===== src/rtl/yuv_seq_pkg.sv =====
// Shared types for the YUV capture sequencer: FSM states, coordinate width
// and the byte-phase type used when pairing camera bytes into {Y, C} words.
package yuv_seq_pkg;

    localparam int COORD_W = 10;

    typedef logic [COORD_W-1:0] coord_t;

    typedef enum logic [2:0] {
        IDLE,
        WAIT_FRAME,
        WAIT_LINE,
        ACTIVE,
        FRAME_END
    } seq_state_t;

    typedef enum logic {
        PHASE_C = 1'b0,
        PHASE_Y = 1'b1
    } byte_phase_t;

endpackage


===== src/rtl/sync_edge_detect.sv =====
// Registers one already-synchronous input and reports single-cycle rise/fall
// pulses by comparing the live input against its registered copy.
module sync_edge_detect (
    input  logic clk,
    input  logic rst,
    input  logic sig,
    output logic rise,
    output logic fall
);

    logic sig_q;

    always_ff @(posedge clk or posedge rst) begin
        if (rst) begin
            sig_q <= 1'b0;
        end else begin
            sig_q <= sig;
        end
    end

    assign rise = sig & ~sig_q;
    assign fall = ~sig & sig_q;

endmodule


===== src/rtl/yuv_capture_sequencer.sv =====
// Camera capture sequencer: pairs C,Y bytes into 16-bit words with column/line
// coordinates and frame markers. Sticky status is built only with YUV_SEQ_STATUS_EN.
module yuv_capture_sequencer
    import yuv_seq_pkg::*;
#(
    parameter int H_ACTIVE = 640,
    parameter int V_ACTIVE = 480
) (
    input  logic        iCLK,
    input  logic        iRST,
    input  logic        iSTART,
    input  logic        iVSYNC,
    input  logic        iHREF,
    input  logic        iDE,
    input  logic [7:0]  iDATA,
    input  logic        iCLR,
    output logic [15:0] oYCbCr,
    output logic [9:0]  oX,
    output logic [9:0]  oLINE,
    output logic        oVALID,
    output logic        oSOF,
    output logic        oEOL,
    output logic        oBUSY,
    output logic        oERR_SHORT,
    output logic        oERR_LONG,
    output logic        oERR_ABORT
);

    localparam coord_t H_MAX  = coord_t'(H_ACTIVE);
    localparam coord_t V_LAST = coord_t'(V_ACTIVE - 1);

    seq_state_t  state;
    seq_state_t  state_next;
    byte_phase_t phase;
    coord_t      col;
    coord_t      line;
    logic [7:0]  c_byte;

    logic vsync_rise;
    logic vsync_fall;
    logic href_rise;
    logic href_fall;
    logic unused_edges;

    logic abort;
    logic line_start;
    logic line_end;
    logic byte_en;

    sync_edge_detect u_vsync_edge (
        .clk  (iCLK),
        .rst  (iRST),
        .sig  (iVSYNC),
        .rise (vsync_rise),
        .fall (vsync_fall)
    );

    sync_edge_detect u_href_edge (
        .clk  (iCLK),
        .rst  (iRST),
        .sig  (iHREF),
        .rise (href_rise),
        .fall (href_fall)
    );

    assign unused_edges = vsync_fall ^ href_rise;

    // A VSYNC rise during a frame wins over every other event in that cycle,
    // and a byte arriving with the HREF falling edge is dropped.
    assign abort      = vsync_rise && (state == WAIT_LINE || state == ACTIVE);
    assign line_start = (state == WAIT_LINE) && !vsync_rise && iHREF;
    assign line_end   = (state == ACTIVE) && !vsync_rise && href_fall;
    assign byte_en    = (state == ACTIVE) && !vsync_rise && !href_fall && iDE;

    always_ff @(posedge iCLK or posedge iRST) begin
        if (iRST) begin
            state <= IDLE;
        end else begin
            state <= state_next;
        end
    end

    always_comb begin
        state_next = state;
        unique case (state)
            IDLE:       if (iSTART) state_next = WAIT_FRAME;
            WAIT_FRAME: if (vsync_rise) state_next = WAIT_LINE;
            WAIT_LINE:  if (line_start) state_next = ACTIVE;
            ACTIVE: begin
                if (abort) begin
                    state_next = WAIT_LINE;
                end else if (line_end) begin
                    state_next = (line == V_LAST) ? FRAME_END : WAIT_LINE;
                end
            end
            FRAME_END:  state_next = iSTART ? WAIT_FRAME : IDLE;
            default:    state_next = IDLE;
        endcase
    end

    // Column saturates at H_ACTIVE so overlong lines never wrap back into
    // the visible range.
    always_ff @(posedge iCLK or posedge iRST) begin
        if (iRST) begin
            phase  <= PHASE_C;
            col    <= '0;
            line   <= '0;
            c_byte <= '0;
            oYCbCr <= '0;
            oX     <= '0;
            oLINE  <= '0;
            oVALID <= 1'b0;
            oSOF   <= 1'b0;
            oEOL   <= 1'b0;
        end else begin
            oVALID <= 1'b0;
            oSOF   <= 1'b0;
            oEOL   <= 1'b0;
            if (abort) begin
                line  <= '0;
                col   <= '0;
                phase <= PHASE_C;
            end else if (state == WAIT_FRAME && vsync_rise) begin
                line <= '0;
            end else if (line_start) begin
                col   <= '0;
                phase <= PHASE_C;
            end else if (line_end) begin
                oEOL <= 1'b1;
                line <= (line == V_LAST) ? '0 : line + 1'b1;
            end else if (byte_en) begin
                if (phase == PHASE_C) begin
                    c_byte <= iDATA;
                    phase  <= PHASE_Y;
                end else begin
                    phase <= PHASE_C;
                    if (col < H_MAX) begin
                        oVALID <= 1'b1;
                        oYCbCr <= {iDATA, c_byte};
                        oX     <= col;
                        oLINE  <= line;
                        oSOF   <= (col == '0) && (line == '0);
                        col    <= col + 1'b1;
                    end
                end
            end
        end
    end

    assign oBUSY = (state != IDLE);

`ifdef YUV_SEQ_STATUS_EN
    logic start_q;
    logic clr;
    logic set_short;
    logic set_long;

    assign clr       = iCLR | (iSTART & ~start_q);
    assign set_short = line_end && ((col < H_MAX) || (phase == PHASE_Y));
    assign set_long  = byte_en && (phase == PHASE_Y) && (col >= H_MAX);

    // Setting a flag takes priority over clearing it in the same cycle.
    always_ff @(posedge iCLK or posedge iRST) begin
        if (iRST) begin
            start_q    <= 1'b0;
            oERR_SHORT <= 1'b0;
            oERR_LONG  <= 1'b0;
            oERR_ABORT <= 1'b0;
        end else begin
            start_q    <= iSTART;
            oERR_SHORT <= set_short | (oERR_SHORT & ~clr);
            oERR_LONG  <= set_long  | (oERR_LONG  & ~clr);
            oERR_ABORT <= abort     | (oERR_ABORT & ~clr);
        end
    end
`else
    logic unused_status;

    assign unused_status = iCLR;
    assign oERR_SHORT    = 1'b0;
    assign oERR_LONG     = 1'b0;
    assign oERR_ABORT    = 1'b0;
`endif

endmodule


===== config.mk =====
export PLATFORM = sky130hd
export DESIGN_NAME = yuv_capture_sequencer
export DESIGN_NICKNAME = d
export VERILOG_FILES = /design/src/rtl/yuv_seq_pkg.sv /design/src/rtl/sync_edge_detect.sv /design/src/rtl/yuv_capture_sequencer.sv
export SDC_FILE = /design/constraint.sdc
export NUM_CORES = 1
export LEC_CHECK = 0
export ABC_AREA = 0
export BUFFER_PORTS_ARGS = -buffer_cell sky130_fd_sc_hd__buf_2
export CAP_MARGIN = 20
export CELL_PAD_IN_SITES_DETAIL_PLACEMENT = 0
export CELL_PAD_IN_SITES_GLOBAL_PLACEMENT = 1
export CORE_MARGIN = 2
export CORE_UTILIZATION = 41
export CTS_CLUSTER_SIZE = 8
export DETAILED_ROUTE_END_ITERATION = 10
export GPL_ROUTABILITY_DRIVEN = 0
export GPL_TIMING_DRIVEN = 0
export PLACE_DENSITY_LB_ADDON = 0.1
export SLEW_MARGIN = 20
export SYNTH_ARGS = -nofsm -noshare
export SYNTH_HDL_FRONTEND = slang
export SYNTH_SLANG_ARGS = --single-unit

===== constraint.sdc =====
create_clock -name iCLK -period 2.5 [get_ports iCLK]
set_input_delay 0.625 -clock iCLK [delete_from_list [all_inputs] [get_ports iCLK]]
set_output_delay 0.625 -clock iCLK [all_outputs]
set_load 0.05 [all_outputs]

==> results.rst <==
.. list-table::
   :header-rows: 1

   * - Metric
     - Value
   * - Initial antenna violation count
     - 0
   * - Crit path arrival time
     - between 2 and 2.5 ns
   * - Port bufs
     - 53
   * - Post-route DRC violation count
     - 0
   * - Overall die area
     - a little under 0.009 sq mm
   * - Adder and majority cell fraction of the synthesized area
     - 0.0150
   * - Required time of the critical path
     - about 2.7 ns
   * - Via count of the routed design
     - roughly 2k
   * - Count of H-tree levels built during CTS
     - 3
   * - Area fraction in and, or, nand and nor cells after synthesis
     - 0.127
   * - Worst Path Class, Setup
     - reg -> reg
   * - Worst Tran Pin Value
     - about 0.78 ns
   * - Tmin final
     - approximately 2.2 ns
   * - Final Hold Viols
     - 0
   * - Global-route wire length before repair
     - around 10000 um
   * - Yosys cell types
     - 44
   * - Mean post-synth cell area
     - between 10 and 15 sq um
   * - Post-synthesis cell area
     - 0.00333 sq mm
   * - Final setup viols
     - 0
   * - Chip Height
     - 94.2 um
   * - Net count of the finished layout
     - between 300 and 400
   * - Standard cell core area
     - between 0.007 and 0.008 sq mm
   * - Number of clock sinks
     - between 70 and 80
   * - TritonCTS clock tree
     - yes
   * - Maximum vdd drop
     - about 420 uV
   * - P_int
     - 0.00219 W
   * - Upper clock frequency limit
     - ~460 MHz
   * - Non-Filler Cell Area, Final
     - 0.00394 sq mm
   * - CP endpoint kind
     - flip-flop
   * - GR Overflow Total
     - 0
   * - RSZ-0062 raised after global routing
     - no
   * - Period Utilization, post-route
     - 0.869
   * - Register area share after synthesis
     - 0.548
   * - Fraction of the mapped netlist area in compound gates
     - 0.0357
   * - Relative contribution of sequential cells to total power
     - 0.436
   * - Post-synthesis xor/xnor area fraction
     - 0.0315
   * - Dominant combinational cell family by area after synthesis
     - multiplexers
   * - Count of placed standard cells including taps
     - about 410
   * - Standby leakage power
     - ~2 nW
   * - Clock group share of total power
     - 0.239
   * - Global Route Usage Sum
     - 0.155
   * - Startpoint type of the worst setup path
     - flip-flop
   * - Cell area after placement
     - between 0.003 and 0.004 sq mm
   * - Max Buffers Root-to-Sink
     - 2
   * - Root Buffer Master
     - clkbuf_8
   * - Number of warnings issued by yosys
     - 0
   * - Layout overhead on the synthesized area
     - 18.3%
   * - Startpoint of the most critical setup path
     - state[2]
   * - PD cells
     - ~900 mW/mm^2
   * - Per-cell routed wire length
     - between 10 and 15 um
   * - Portion of netlist area occupied by mux cells
     - 0.195
   * - Net Sw Power
     - about 0.0014 W
   * - Start of the worst register-to-register path
     - state[2]
   * - Ratio of cells with drive above 1 in the final layout
     - 0.360
   * - Number of standard cells in the final layout excluding fillers
     - approximately 420
   * - Critical Path Fanout Max
     - 10
   * - Count of instances resized after the clock tree is built
     - 0
   * - DRT antenna net count
     - 0
   * - Status
     - completed
   * - Total inserted antenna cells
     - 0
   * - Worst clock skew
     - roughly 0.0079 ns
   * - Worst min-delay path category
     - in -> async
   * - I/O pin count
     - 58
   * - Combinational power share
     - 0.325
   * - Count of mapped cells out of synthesis
     - 250
   * - Flip-flop and latch count after synthesis
     - 73
   * - DP HPWL
     - about 4400 um
   * - TritonCTS Buffers
     - 9
   * - Count of max-cap constraint violations
     - 0
   * - CTS Hold Bufs
     - 0
   * - Setup Buffers After CTS
     - 0
   * - Total Neg Setup Slack
     - 0 ns
   * - Number of detailed-routing iterations run before antenna repair
     - 4
   * - Pin count of the biggest net entering global routing
     - 50
   * - Cell types occupying the most area after synthesis
     - dfrtp_1 (55%), mux2_4 (14%), mux2_1 (4.7%)
   * - Placement-stage worst setup slack
     - just under 0.004 ns
   * - Clock edge transition at the registers on the reported setup and hold paths
     - ~0.080 ns
   * - Sw Share
     - 0.384
   * - Clock latency of the later-clocked register in the worst-skew pair
     - roughly 0.35 ns
   * - Chip width
     - approximately 94 um
   * - Slew Viols, Final
     - 0
   * - Cell type with the highest aggregate area in the netlist
     - dfrtp_1
   * - Detailed router's first-iteration violation count
     - between 50 and 60
   * - Via count of the first global-routing pass
     - between 2k and 2.5k
   * - Vias per std cell
     - a little under 5
   * - Share of the synthesized area in the top cell type
     - 0.548
   * - # rows
     - 32
   * - Worst slew margin
     - 0.476
   * - Starting density of the core
     - 0.427
   * - Worst Setup Slack, final
     - 0.328 ns
   * - Detailed-route wire length
     - 6230 um
==> power groups by stage <==
stage	clock (W)	sequential (W)	combinational, W
2_1_floorplan	0	0.00200	0.000470
3_3_place_gp	0	0.00156	0.00115
3_5_place_dp	0	0.00157	0.00117
4_1_cts	0.000877	0.00155	0.00117
5_1_grt	0.000935	0.00158	0.00122
6_report	0.000848	0.00155	0.00115
==> state kept, by name (all words and copies together), names as in the netlist <==
name,count
oYCbCr,16
u_vsync_edge.sig_q,1
line,10
oX,10
oEOL,1
u_href_edge.sig_q,1
oVALID,1
c_byte,8
state,3
col,10
oSOF,1
oLINE,10
phase,1
==> cells in the mapped netlist, drive strengths merged <==
cell     number
mux2         44
dfrtp        73
o2111ai       3
nor4          3
clkbuf        3
buf           9
nand4         2
nor3          5
nor4b         2
a31oi         1
or3           2
inv           8
conb          1
o31ai         1
nor2b         3
and4          2
ha            4
xnor2         4
a21oi         3
nand2        13
o21ai         8
nand3b        1
a211oi        1
or2           1
nand3        10
or4           1
a32oi         1
nor2         22
o211ai        1
mux2i         4
xor2          8
and3          3
nand2b        3
==> routing by layer <==
layer  GRT usage  wire, um  vias to the layer above  part of all wire
met5           0         0                        -                 0
met4      0.0580        96                        0             0.015
met3      0.0490       285                       10             0.046
met2       0.231      2760                       42              0.44
met1       0.212      3090                     1008              0.50
li1            -         -                     1001                 -
==> final cells by class <==
type | count | area, sq um
Buffer | 12 | 125
Tap cell | 102 | 128
Sequential cell | 73 | 1830
Timing Repair Buffer | 54 | 293
Fill cell | 718 | 3860
Inverter | 8 | 32.5
Multi-Input combinational cell | 159 | 1360
Clock inverter | 6 | 42.5
Clock buffer | 10 | 138
==> critical path, stage by stage, from the launching register on <==
cell      delay, ns
dfrtp_1        0.43
nand2b_1       0.19
or4_1          0.54
buf_6          0.18
nor2_8         0.20
buf_8          0.18
mux2_1         0.32
==> metrics by stage <==
stage | utilization | power (W) | hold slack [ns]
5_1_grt | 0.505 | 0.00373 | 0.251
3_3_place_gp | 0.478 | 0.00271 | 0.464
3_5_place_dp | 0.482 | 0.00274 | 0.469
6_report | 0.505 | 0.00355 | 0.242
2_1_floorplan | - | 0.00247 | 0.458
4_1_cts | 0.505 | 0.00359 | 0.245
==> cells by family after synthesis <==
family                     Yosys count
AOI/OAI and AO/OA                   19
muxes                               48
xor gates and xnor gates            12
adders and majority gates            4
other                                1
and+or+nand+nor                     73
DFF                                 73
buffers and inverters               20
==> worst paths after layout <==
kind / to / slack (ns) / cells after the start
setup / recovery: oX[3] / 0.33 / 6
hold / removal: oVALID / 0.24 / 2
setup reg to reg: oX[3] / 0.33 / 6
hold reg to reg: oX[2] / 0.48 / 1
max in group asynchronous: oYCbCr[4] / 1.72 / 3
min in group iCLK: u_vsync_edge.sig_q / 0.40 / 1
==> placed cells by master, fill, tap and decap left out, drive strengths merged, types with 4 or more instances in the layout <==
cell type,instances
clkbuf,13
inv,9
mux2,44
buf,63
nand2,13
ha,4
xor2,8
mux2i,4
nor3,5
nand3,10
nor2,22
o21ai,8
dfrtp,73
xnor2,4
Note: power is estimated with default switching activity, not from simulation.
